===== config.mk =====
export PLATFORM = sky130hd
export DESIGN_NAME = regfile_wb_arbiter_flat
export DESIGN_NICKNAME = d
export VERILOG_FILES = /design/src/rtl/regfile_wb_arbiter_if.sv /design/src/rtl/regfile_wb_arbiter.sv /design/src/flat_wrapper.sv
export SDC_FILE = /design/constraint.sdc
export NUM_CORES = 1
export LEC_CHECK = 0
export ABC_CLOCK_PERIOD_IN_PS = 1810
export CORE_UTILIZATION = 38
export DETAILED_ROUTE_END_ITERATION = 10
export MAX_ROUTING_LAYER = met4
export PLACE_DENSITY = 0.85
export SYNTH_ARGS = -nofsm -noshare
export SYNTH_HDL_FRONTEND = slang
export SYNTH_SLANG_ARGS = --single-unit

===== constraint.sdc =====
create_clock -name clk -period 1.81 [get_ports clk]
set_input_delay 0.181 -clock clk [delete_from_list [all_inputs] [get_ports clk]]
set_output_delay 0.181 -clock clk [all_outputs]
set_load 0.005 [all_outputs]

===== src/rtl/regfile_wb_arbiter_if.sv =====
// Register-file write-back bus: two requesters (A = pipeline write-back,
// B = multi-cycle unit) and the shared register-file write port they feed.
interface regfile_wb_arbiter_if;
  logic        a_valid;
  logic        a_ready;
  logic [4:0]  a_reg;
  logic [31:0] a_data;
  logic        b_valid;
  logic        b_ready;
  logic [4:0]  b_reg;
  logic [31:0] b_data;
  logic        regwrite;
  logic [4:0]  writereg;
  logic [31:0] writedata;
  logic [3:0]  b_wait_cnt;

  // Requester side: drives both write requests, observes grants and the write port.
  modport master (
    output a_valid, a_reg, a_data, b_valid, b_reg, b_data,
    input  a_ready, b_ready, regwrite, writereg, writedata, b_wait_cnt
  );

  // Arbiter side.
  modport slave (
    input  a_valid, a_reg, a_data, b_valid, b_reg, b_data,
    output a_ready, b_ready, regwrite, writereg, writedata, b_wait_cnt
  );
endinterface


===== src/rtl/regfile_wb_arbiter.sv =====
// Arbitrates the single register-file write port between writer A (fixed
// priority) and writer B. After STARVE_LIMIT consecutive B denials the next
// cycle is reserved for B. The accepted request is registered, so the write
// port is driven one cycle after the handshake. Register 0 is never written.
module regfile_wb_arbiter #(
  parameter int unsigned STARVE_LIMIT = 4  // legal range 1..15
) (
  input  logic                 clk,
  input  logic                 reset,
  regfile_wb_arbiter_if.slave  bus
);

  typedef enum logic [0:0] {
    ST_NORMAL  = 1'b0,
    ST_FORCE_B = 1'b1
  } state_e;

  // Denial count at which the current collision becomes the last one allowed.
  localparam logic [3:0] LIMIT_M1 = 4'(STARVE_LIMIT - 32'd1);

  state_e      state_q, state_d;
  logic [3:0]  cnt_q, cnt_d;
  logic        regwrite_q, regwrite_d;
  logic [4:0]  writereg_q, writereg_d;
  logic [31:0] writedata_q, writedata_d;

  logic        a_ready_s;
  logic        b_ready_s;
  logic        a_xfer_s;
  logic        b_xfer_s;

  // Grant signals: combinational from state and valids, held low during reset.
  always_comb begin
    a_ready_s = 1'b0;
    b_ready_s = 1'b0;
    if (reset) begin
      a_ready_s = 1'b0;
      b_ready_s = 1'b0;
    end else begin
      case (state_q)
        ST_NORMAL: begin
          a_ready_s = 1'b1;
          b_ready_s = !bus.a_valid;
        end
        ST_FORCE_B: begin
          a_ready_s = 1'b0;
          b_ready_s = 1'b1;
        end
        default: begin
          a_ready_s = 1'b0;
          b_ready_s = 1'b0;
        end
      endcase
    end
  end

  assign a_xfer_s = bus.a_valid & a_ready_s;
  assign b_xfer_s = bus.b_valid & b_ready_s;

  // Next state and starvation counter; the counter saturates at LIMIT-1 on the forcing denial.
  always_comb begin
    state_d = state_q;
    cnt_d   = cnt_q;
    case (state_q)
      ST_NORMAL: begin
        if (!bus.b_valid) begin
          cnt_d = 4'd0;
        end else if (b_xfer_s) begin
          cnt_d = 4'd0;
        end else if (bus.a_valid) begin
          if (cnt_q == LIMIT_M1) begin
            state_d = ST_FORCE_B;
            cnt_d   = cnt_q;
          end else begin
            cnt_d = cnt_q + 4'd1;
          end
        end else begin
          cnt_d = cnt_q;
        end
      end
      ST_FORCE_B: begin
        state_d = ST_NORMAL;
        cnt_d   = 4'd0;
      end
      default: begin
        state_d = ST_NORMAL;
        cnt_d   = 4'd0;
      end
    endcase
  end

  // Write-port stage: load the winner; a write to register 0 loads but never enables.
  always_comb begin
    regwrite_d  = 1'b0;
    writereg_d  = writereg_q;
    writedata_d = writedata_q;
    if (a_xfer_s) begin
      regwrite_d  = (bus.a_reg != 5'd0);
      writereg_d  = bus.a_reg;
      writedata_d = bus.a_data;
    end else if (b_xfer_s) begin
      regwrite_d  = (bus.b_reg != 5'd0);
      writereg_d  = bus.b_reg;
      writedata_d = bus.b_data;
    end else begin
      regwrite_d  = 1'b0;
      writereg_d  = writereg_q;
      writedata_d = writedata_q;
    end
  end

  // State, counter and write-port registers with synchronous reset.
  always_ff @(posedge clk) begin
    if (reset) begin
      state_q     <= ST_NORMAL;
      cnt_q       <= 4'd0;
      regwrite_q  <= 1'b0;
      writereg_q  <= 5'd0;
      writedata_q <= 32'd0;
    end else begin
      state_q     <= state_d;
      cnt_q       <= cnt_d;
      regwrite_q  <= regwrite_d;
      writereg_q  <= writereg_d;
      writedata_q <= writedata_d;
    end
  end

  assign bus.a_ready    = a_ready_s;
  assign bus.b_ready    = b_ready_s;
  assign bus.regwrite   = regwrite_q;
  assign bus.writereg   = writereg_q;
  assign bus.writedata  = writedata_q;
  assign bus.b_wait_cnt = cnt_q;

endmodule


===== src/flat_wrapper.sv =====
// flat-port wrapper written by rule: the top's interface ports become plain ports
module regfile_wb_arbiter_flat 
#(
  parameter int unsigned STARVE_LIMIT = 4                      
)
  (clk, reset, bus_a_valid, bus_a_reg, bus_a_data, bus_b_valid, bus_b_reg, bus_b_data, bus_a_ready, bus_b_ready, bus_regwrite, bus_writereg, bus_writedata, bus_b_wait_cnt);
  regfile_wb_arbiter_if bus_i ();
  input  logic clk;
  input  logic reset;
  input wire logic [$bits(bus_i.a_valid)-1:0] bus_a_valid;
  input wire logic [$bits(bus_i.a_reg)-1:0] bus_a_reg;
  input wire logic [$bits(bus_i.a_data)-1:0] bus_a_data;
  input wire logic [$bits(bus_i.b_valid)-1:0] bus_b_valid;
  input wire logic [$bits(bus_i.b_reg)-1:0] bus_b_reg;
  input wire logic [$bits(bus_i.b_data)-1:0] bus_b_data;
  output wire logic [$bits(bus_i.a_ready)-1:0] bus_a_ready;
  output wire logic [$bits(bus_i.b_ready)-1:0] bus_b_ready;
  output wire logic [$bits(bus_i.regwrite)-1:0] bus_regwrite;
  output wire logic [$bits(bus_i.writereg)-1:0] bus_writereg;
  output wire logic [$bits(bus_i.writedata)-1:0] bus_writedata;
  output wire logic [$bits(bus_i.b_wait_cnt)-1:0] bus_b_wait_cnt;
  assign bus_i.a_valid = bus_a_valid;
  assign bus_i.a_reg = bus_a_reg;
  assign bus_i.a_data = bus_a_data;
  assign bus_i.b_valid = bus_b_valid;
  assign bus_i.b_reg = bus_b_reg;
  assign bus_i.b_data = bus_b_data;
  assign bus_a_ready = bus_i.a_ready;
  assign bus_b_ready = bus_i.b_ready;
  assign bus_regwrite = bus_i.regwrite;
  assign bus_writereg = bus_i.writereg;
  assign bus_writedata = bus_i.writedata;
  assign bus_b_wait_cnt = bus_i.b_wait_cnt;
  regfile_wb_arbiter #(.STARVE_LIMIT(STARVE_LIMIT)) u_core (.clk(clk), .reset(reset), .bus(bus_i));
endmodule

Word-level counts from Yosys, hierarchy flattened
Index checks and enable logic that the tools add are counted.
{"block": "word_totals", "register_bits": 43, "word_cells": 37}
{"block": "op_classes", "muxes": 20, "add_sub_neg": 1, "n_reduce_logical": 5, "eq_ne": 3, "bitwise": 3}
{"cell": "32-bit 2-to-1 mux", "n": 2}
{"cell": "4-bit 2-to-1 mux", "n": 4}
{"cell": "5-bit 2-to-1 mux", "n": 2}
{"cell": "5-bit nonzero test", "n": 2}
{"cell": "1-bit 2-to-1 mux", "n": 8}
{"cell": "4-bit by 3-bit != test with 1-bit output (second input constant)", "n": 2}
{"cell": "4-bit one-hot mux with 2 select lines", "n": 1}
{"cell": "1-bit one-hot mux with 2 select lines", "n": 3}
{"cell": "4-bit by 1-bit adder with 4-bit output (second input constant)", "n": 1}
{"cell": "4-bit by 2-bit equality test with 1-bit output (second input constant)", "n": 1}
{"cell": "1-bit bitwise AND", "n": 2}
{"cell": "2-bit AND reduction", "n": 1}
{"cell": "2-bit nonzero test", "n": 1}
{"cell": "1-bit zero test", "n": 1}
{"cell": "1-bit NOT", "n": 1}

Depth between registers and ports, before layout
Gate-level depths: netlist of run 1.
{"block": "logic_depth", "depth_word": 7, "depth_mapped": 5}

Worst setup path after synthesis of run 1
Ideal clock, no wire load.
{"block": "synth_timing", "path_type": "reg-to-reg", "start": "register u_core.cnt_q[0], in the netlist u_core.bus.b_wait_cnt[0]", "end": "register u_core.cnt_q[1], in the netlist u_core.bus.b_wait_cnt[1]", "n_path_buf": 0, "setup_time_ns": 0.117, "stages_incl_launch_ff": 5, "setup_slack_ns": 0.558, "synth_period_minus_slack_ns": 1.252, "t_arrival_ns": 1.134, "path_cell_list": "dfxtp_1 ha_1 nor3b_1 mux2i_1 nor2_1"}
{"block": "synth_between", "elab_chain_cells": 6, "elab_cells_between_ends": 9}
{"item": "start: declaration", "line": "regfile_wb_arbiter.sv:22", "rtl": "logic [3:0] cnt_q, cnt_d;"}
{"item": "start signal: assignment", "line": "regfile_wb_arbiter.sv:122", "rtl": "cnt_q <= cnt_d;"}
{"item": "4-bit by 1-bit adder with 4-bit output", "line": "regfile_wb_arbiter.sv:75", "rtl": "cnt_d = cnt_q + 4'd1;"}
{"item": "4-bit 2-to-1 mux", "line": "regfile_wb_arbiter.sv:71", "rtl": "if (cnt_q == LIMIT_M1) begin"}
{"item": "4-bit 2-to-1 mux", "line": "regfile_wb_arbiter.sv:70", "rtl": "end else if (bus.a_valid) begin"}
{"item": "4-bit 2-to-1 mux", "line": "regfile_wb_arbiter.sv:68", "rtl": "end else if (b_xfer_s) begin"}
{"item": "4-bit 2-to-1 mux", "line": "regfile_wb_arbiter.sv:66", "rtl": "if (!bus.b_valid) begin"}
{"item": "4-bit one-hot mux with 2 select lines", "line": "regfile_wb_arbiter.sv:64", "rtl": "case (state_q)"}
Parallel ways exist; a longest one is shown, timed or not. The select of a mux whose other input is x is not followed.
A chain may end at the register's enable or synchronous reset.

Worst setup path after layout of run 1
{"block": "layout_timing", "start": "register u_core.state_q", "end": "output port bus_b_ready"}
{"block": "layout_between", "elab_chain_cells": 3}
{"item": "start: declaration", "line": "regfile_wb_arbiter.sv:21", "rtl": "state_e state_q, state_d;"}
{"item": "start signal: assignment", "line": "regfile_wb_arbiter.sv:121", "rtl": "state_q <= state_d;"}
{"item": "1-bit NOT", "line": "regfile_wb_arbiter.sv:40", "rtl": "case (state_q)"}
{"item": "1-bit one-hot mux with 2 select lines *", "line": "regfile_wb_arbiter.sv:40"}
{"item": "1-bit 2-to-1 mux *", "line": "regfile_wb_arbiter.sv:36", "rtl": "if (reset) begin"}
{"item": "end: declaration", "line": "flat_wrapper.sv:17", "rtl": "output wire logic [$bits(bus_i.b_ready)-1:0] bus_b_ready;"}
Mark *: on every way between the ends. The rest lies on a longest branch, timed or not.

==> results_dict.tcl, run 1 <==
set metrics [dict create \
    layout_min_cycle_time_ps 1750 \
    grtUsageTotal 0.214 \
    cts_setup_buffers 0 \
    first_iter_violations 75 \
    hold_violations 0 \
    fin_skew_ps 3.03 \
    status "finished, violations left" \
    yosys.area_share.simple 0.137 \
    core_um2 4470 \
    die_y_um 71.1 \
    fmax_mhz 571 \
    fin_nets 396 \
    hold_buffers 0 \
    vdd_drop_max_mv 0.475 \
    reg2reg_slack_ps 430 \
    dpl.hpwl_um 3800 \
    clk_path_buf_depth 2 \
    synth_top_family_by_area "multiplexers" \
    vias 1830 \
    root_buffer "clkbuf_8" \
    yosys_warnings 0 \
    worstSetupPathType "reg -> out" \
    worstSetupStartpointType "flop" \
    synth_area_um2 1810 \
    synth_seq_area_share 0.475 \
    clk-insertion-delay-late_ps 290 \
    htreeDepth 2 \
    synthAdderAreaFrac 0.00690 \
    io_buffers 121 \
    syn_to_final_growth_pct 74.3 \
    worst_pin_slew_ps 473 \
    worstSetupEndpointType "output port" \
    synthXorXnorAreaFrac 0.00483 \
    hold_ws_ps 408 \
    synth_compound_gate_area_share 0.117 \
    holdCritPathClass "in -> reg" \
    start_util 0.405 \
    num_io_pins 122 \
    clk_pin_slew_ps 80 \
    drc 9 \
    cts_tree "done" \
    slew-limit-headroom 0.685 \
    fp.dieArea_um2 5050 \
    detail_route.wl_per_cell_um 13.7 \
    rows 24 \
    antenna_found_initial 0 \
    violations "DRC" \
    pwr_density_cell_nw_per_um2 667 \
    synthesis.nets 275 \
    n_antenna_cell 0 \
    numCtsBuffers 5 \
    grt-ovfl-total 0 \
    vias_per_cell 4.95 \
    setup_tns_ps 0 \
    die_x_um 71.1 \
    drive_above_1_share 0.0472 \
    place_ws_ps 147 \
    cts_resized 0 \
    gp_congestion 0.784 \
    fin_crit_sh 0.967 \
    crit_arrival_ps 1570 \
    grt_pass1_vias 1834 \
    ys_types 25 \
    dr.pass1.iters 7 \
    drt-total-wl_um 5080 \
    grt_max_degree 37 \
    required_ps 1630 \
    power.total_uw 2110 \
    synth.area.mux_share 0.210 \
    drtAntennaViolNets 0 \
    synth_cells 196 \
    avgSynthCellArea_um2 9.25 \
    synth-seq-cells 43 \
    finalSetupViolCount 0 \
    cts_num_sinks 43 \
    rsz0062_at_grt "false" \
    fin_ws_ps 59.2 \
    p_leak_uw 0.00127 \
    drv_cap 0 \
    slew_viol_final 0 \
    crit_fanout 3 \
    grt_pass1_wl_um 8180 \
]
==> flip-flops by register name, indices dropped and copies added (netlist names) <==
name	cells
u_core.state_q	1
u_core.bus.b_wait_cnt	4
u_core.bus.writereg	5
u_core.bus.writedata	32
u_core.bus.regwrite	1
==> cells in the final DEF (no fill, tap or decap), drive strengths merged, types with 2 or more instances in the layout <==
cell           Yosys  layout
inv                2       2
nor3b              2       2
buf               13       7
dfxtp             43      43
mux2i             38      38
nor3               2       2
clkdlybuf4s50      0     120
nand2b             2       2
nand2             40      40
clkbuf             0       7
a21oi              2       2
o21ai             37      37
nor2               6       6
==> where the power goes <==
part,switching (uW),internal [uW],total [uW],leakage (uW)
logic,155,327,482,0.000877
clock network,315,271,586,0.0000422
registers,30.4,1010,1040,0.000356
total,501,1610,2110,0.00127
==> cells in the mapped netlist, drive strengths merged <==
cell / instances / share of area
and3: 1 / 0.0035
nand4: 1 / 0.0035
nand3: 1 / 0.0028
inv: 2 / 0.0041
nor3: 2 / 0.0055
nand4b: 1 / 0.0048
xor2: 1 / 0.0048
dfxtp: 43 / 0.47
mux2i: 38 / 0.21
nor3b: 2 / 0.011
nor2: 6 / 0.012
o21ai: 37 / 0.10
or3: 1 / 0.0035
ha: 1 / 0.0069
buf: 13 / 0.046
a211oi: 1 / 0.0041
nand2b: 2 / 0.0069
a32o: 1 / 0.0055
a21oi: 2 / 0.0055
nand2: 40 / 0.083
==> area by class of cell <==
type                       instances  area [um2]
inverter                           2        7.51
fill                             371        1320
clock buffer                       7        76.3
tap                               52        65.1
multi-input combinational        138         868
timing repair buffer             127        1280
sequential                        43         861
clock inverter                     1        5.00
==> kinds of logic after synthesis <==
logic type / count (synthesis)
flip-flops: 43
XOR/XNOR: 1
AND/OR/NAND/NOR: 57
buffers and inverters: 15
AO/OA/AOI/OAI: 41
adder cells (fa/ha/maj): 1
multiplexers: 38
==> per-layer routing <==
layer,up-vias,share of wire,global-route usage
li1,914,-,-
met1,824,0.39,0.223
met2,82,0.49,0.378
met3,10,0.096,0.0712
met4,0,0.016,0.0756
met5,-,0,-
==> final timing paths <==
path | startpoint | to | cells after the start
worst max-delay path | u_core.state_q | bus_b_ready | 4
worst min-delay path | bus_b_valid | u_core.state_q | 2
worst max register to register | u_core.bus.b_wait_cnt[0] | u_core.bus.b_wait_cnt[1] | 4
worst min register to register | u_core.bus.b_wait_cnt[2] | u_core.bus.b_wait_cnt[2] | 2
==> stage by stage <==
step	area (um2)	util	std cells
2_1_floorplan	1810	-	196
3_3_place_gp	3080	0.688	362
3_5_place_dp	3080	0.688	362
4_1_cts	3160	0.706	370
5_1_grt	3160	0.706	370
6_report	3160	0.706	370
==> critical path: stages, from the launching register on <==
cell	delay, ps
dfxtp_1	400
nand2b_1	170
nand2b_1	110
inv_2	70
clkdlybuf4s50_1	520
Power figures use the tool's default switching activity.
==> run 2, diff against run 1 <==
- GPL_TIMING_DRIVEN: unset -> 0
==> run 2 against run 1 <==
  * The flow still finishes with violations (DRC)
  * Final area rose by 1.3%
  * Clock-buffer cell count up 1
  * Non-clock buffer count rose by 7
  * Die area unchanged
  * Clock skew grew 1.5 ps
  * Power grew 4.1%
  * Final cell count up 1.9%
  * Clock power increased by 15%
  * First-iteration DRC count increased by 68%
  * Worst hold slack improved by 10 ps
  * Maximum frequency rose by 16%
  * Routed wire length rose by 3.9%
  * Highest routed layer unchanged
==> results_dict.tcl, run 2 (synthesis results as in run 1) <==
set metrics [dict create \
    fin_nets 403 \
    n_antenna_cell 0 \
    vias_per_cell 4.96 \
    crit_fanout 4 \
    clk-insertion-delay-late_ps 300 \
    fin_crit_sh 0.831 \
    pwr-share-seq 0.474 \
    worstSetupEndpointType "output port" \
    holdCritPathClass "in -> reg" \
    placed_area_um2 3080 \
    slew-limit-headroom 0.716 \
    swShare 0.233 \
    crit_arrival_ps 1320 \
    drive_above_1_share 0.0769 \
    htreeDepth 2 \
    die_y_um 71.1 \
    hold_buffers 0 \
    die_x_um 71.1 \
    io_buffers 120 \
    dpl.hpwl_um 3940 \
    worst_pin_slew_ps 426 \
    grtUsageTotal 0.226 \
    worstSetupStartpointType "primary input" \
    p_int_uw 1680 \
    grt_max_degree 13 \
    gp_congestion 0.751 \
    core_um2 4470 \
    drtAntennaViolNets 0 \
    rsz0062_at_grt "false" \
    antenna_found_initial 0 \
    mostFrequentLayoutCell "clkdlybuf4s50_1" \
    clk_pin_slew_ps 80 \
    pwr_density_cell_nw_per_um2 686 \
    dr.pass1.iters 7 \
    switchingPower_uw 511 \
    fp.dieArea_um2 5050 \
    root_buffer "clkbuf_8" \
    p_comb_frac 0.220 \
    multiInputGateArea_um2 870 \
    vdd_drop_max_mv 0.404 \
    drv_cap 0 \
    hold_violations 0 \
    drt-total-wl_um 5280 \
    start_util 0.405 \
    status "finished, violations left" \
    largest_reg_flops 32 \
    final_util 0.715 \
    final_cell_area_um2 3200 \
    num_io_pins 122 \
    p_leak_uw 0.00132 \
    required_ps 1630 \
    rows 24 \
    first_iter_violations 126 \
    hold_ws_ps 419 \
    grt-ovfl-total 0 \
    fin_skew_ps 4.54 \
    numCtsBuffers 5 \
    layout_min_cycle_time_ps 1500 \
    fillers 372 \
    syn_to_final_growth_pct 76.5 \
    finalSetupViolCount 0 \
    worstSetupPathType "in -> out" \
    fmax_mhz 665 \
    final_cell_mix "clkdlybuf4s50_1, dfxtp_1, nand2_1" \
    cts_tree "done" \
    vias 1871 \
    clk_path_buf_depth 2 \
    drc 9 \
    grt_pass1_vias 1883 \
    violations "DRC" \
    grt_pass1_wl_um 8490 \
    cts_num_sinks 43 \
    detail_route.wl_per_cell_um 14.0 \
    clkPwrFrac 0.306 \
    ff_latch_area_um2 862 \
    slew_viol_final 0 \
]
run 2: cell count changes in the layout (fill, tap and decap cells not counted), sizes merged:
cell	change
dlygate4sd2	+1
clkbuf	+1
buf	+7
clkdlybuf4s50	-2
dlymetal6s2s	+1
clkinv	-1
run 2: layer usage:
metal | share of wire | vias to the layer above | wire (um) | track usage
li1 | - | 926 | - | -
met2 | 0.50 | 80 | 2620 | 0.376
met1 | 0.40 | 854 | 2090 | 0.252
met3 | 0.087 | 11 | 457 | 0.0712
met4 | 0.020 | 0 | 103 | 0.0867
met5 | 0 | - | 0 | -
run 2: worst max-delay path, stage by stage:
cell             delay (ps)
clkdlybuf4s50_1         470
nor2_1                  150
clkdlybuf4s50_1         530
run 2: final cells by class:
type	count	area share
clock buffers	8	0.0313
well taps	52	0.0203
repair buffers	121	0.378
plain buffers	13	0.0266
inverters	2	0.00235
flip-flops and latches	43	0.269
multi-input cells	138	0.272
run 2: final timing paths:
check	depth (start not counted)	to	slack, ps	from
max reg2reg	4	u_core.bus.b_wait_cnt[1]	430	u_core.bus.b_wait_cnt[0]
min reg2reg	2	u_core.bus.writedata[18]	530	u_core.bus.writedata[18]
min	3	u_core.bus.writedata[16]	420	bus_a_data[16]
max	3	bus_a_ready	310	reset
run 2: through the flow:
stage	instances	setup TNS (ps)	total power (uW)	setup WS (ps)
floorplan	196	0	1210	558
global placement	368	-93.2	1530	-93.2
detailed placement	368	-93.3	1550	-93.3
CTS	376	0	2220	14.5
global route	377	0	2300	226
finish	377	0	2190	305
run 2: what timing repair did:
item,CTS,global route
buffers inserted,0,1
setup endpoints to repair,1,1
resized for setup,3,3
run 2: power groups by stage:
| stage | combinational, uW | sequential [uW] | clock [uW] |
|---|---|---|---|
| 2_1_floorplan | 148 | 1070 | 0 |
| 3_3_place_gp | 477 | 1060 | 0 |
| 3_5_place_dp | 484 | 1060 | 0 |
| 4_1_cts | 488 | 1040 | 690 |
| 5_1_grt | 525 | 1050 | 731 |
| 6_report | 482 | 1040 | 672 |
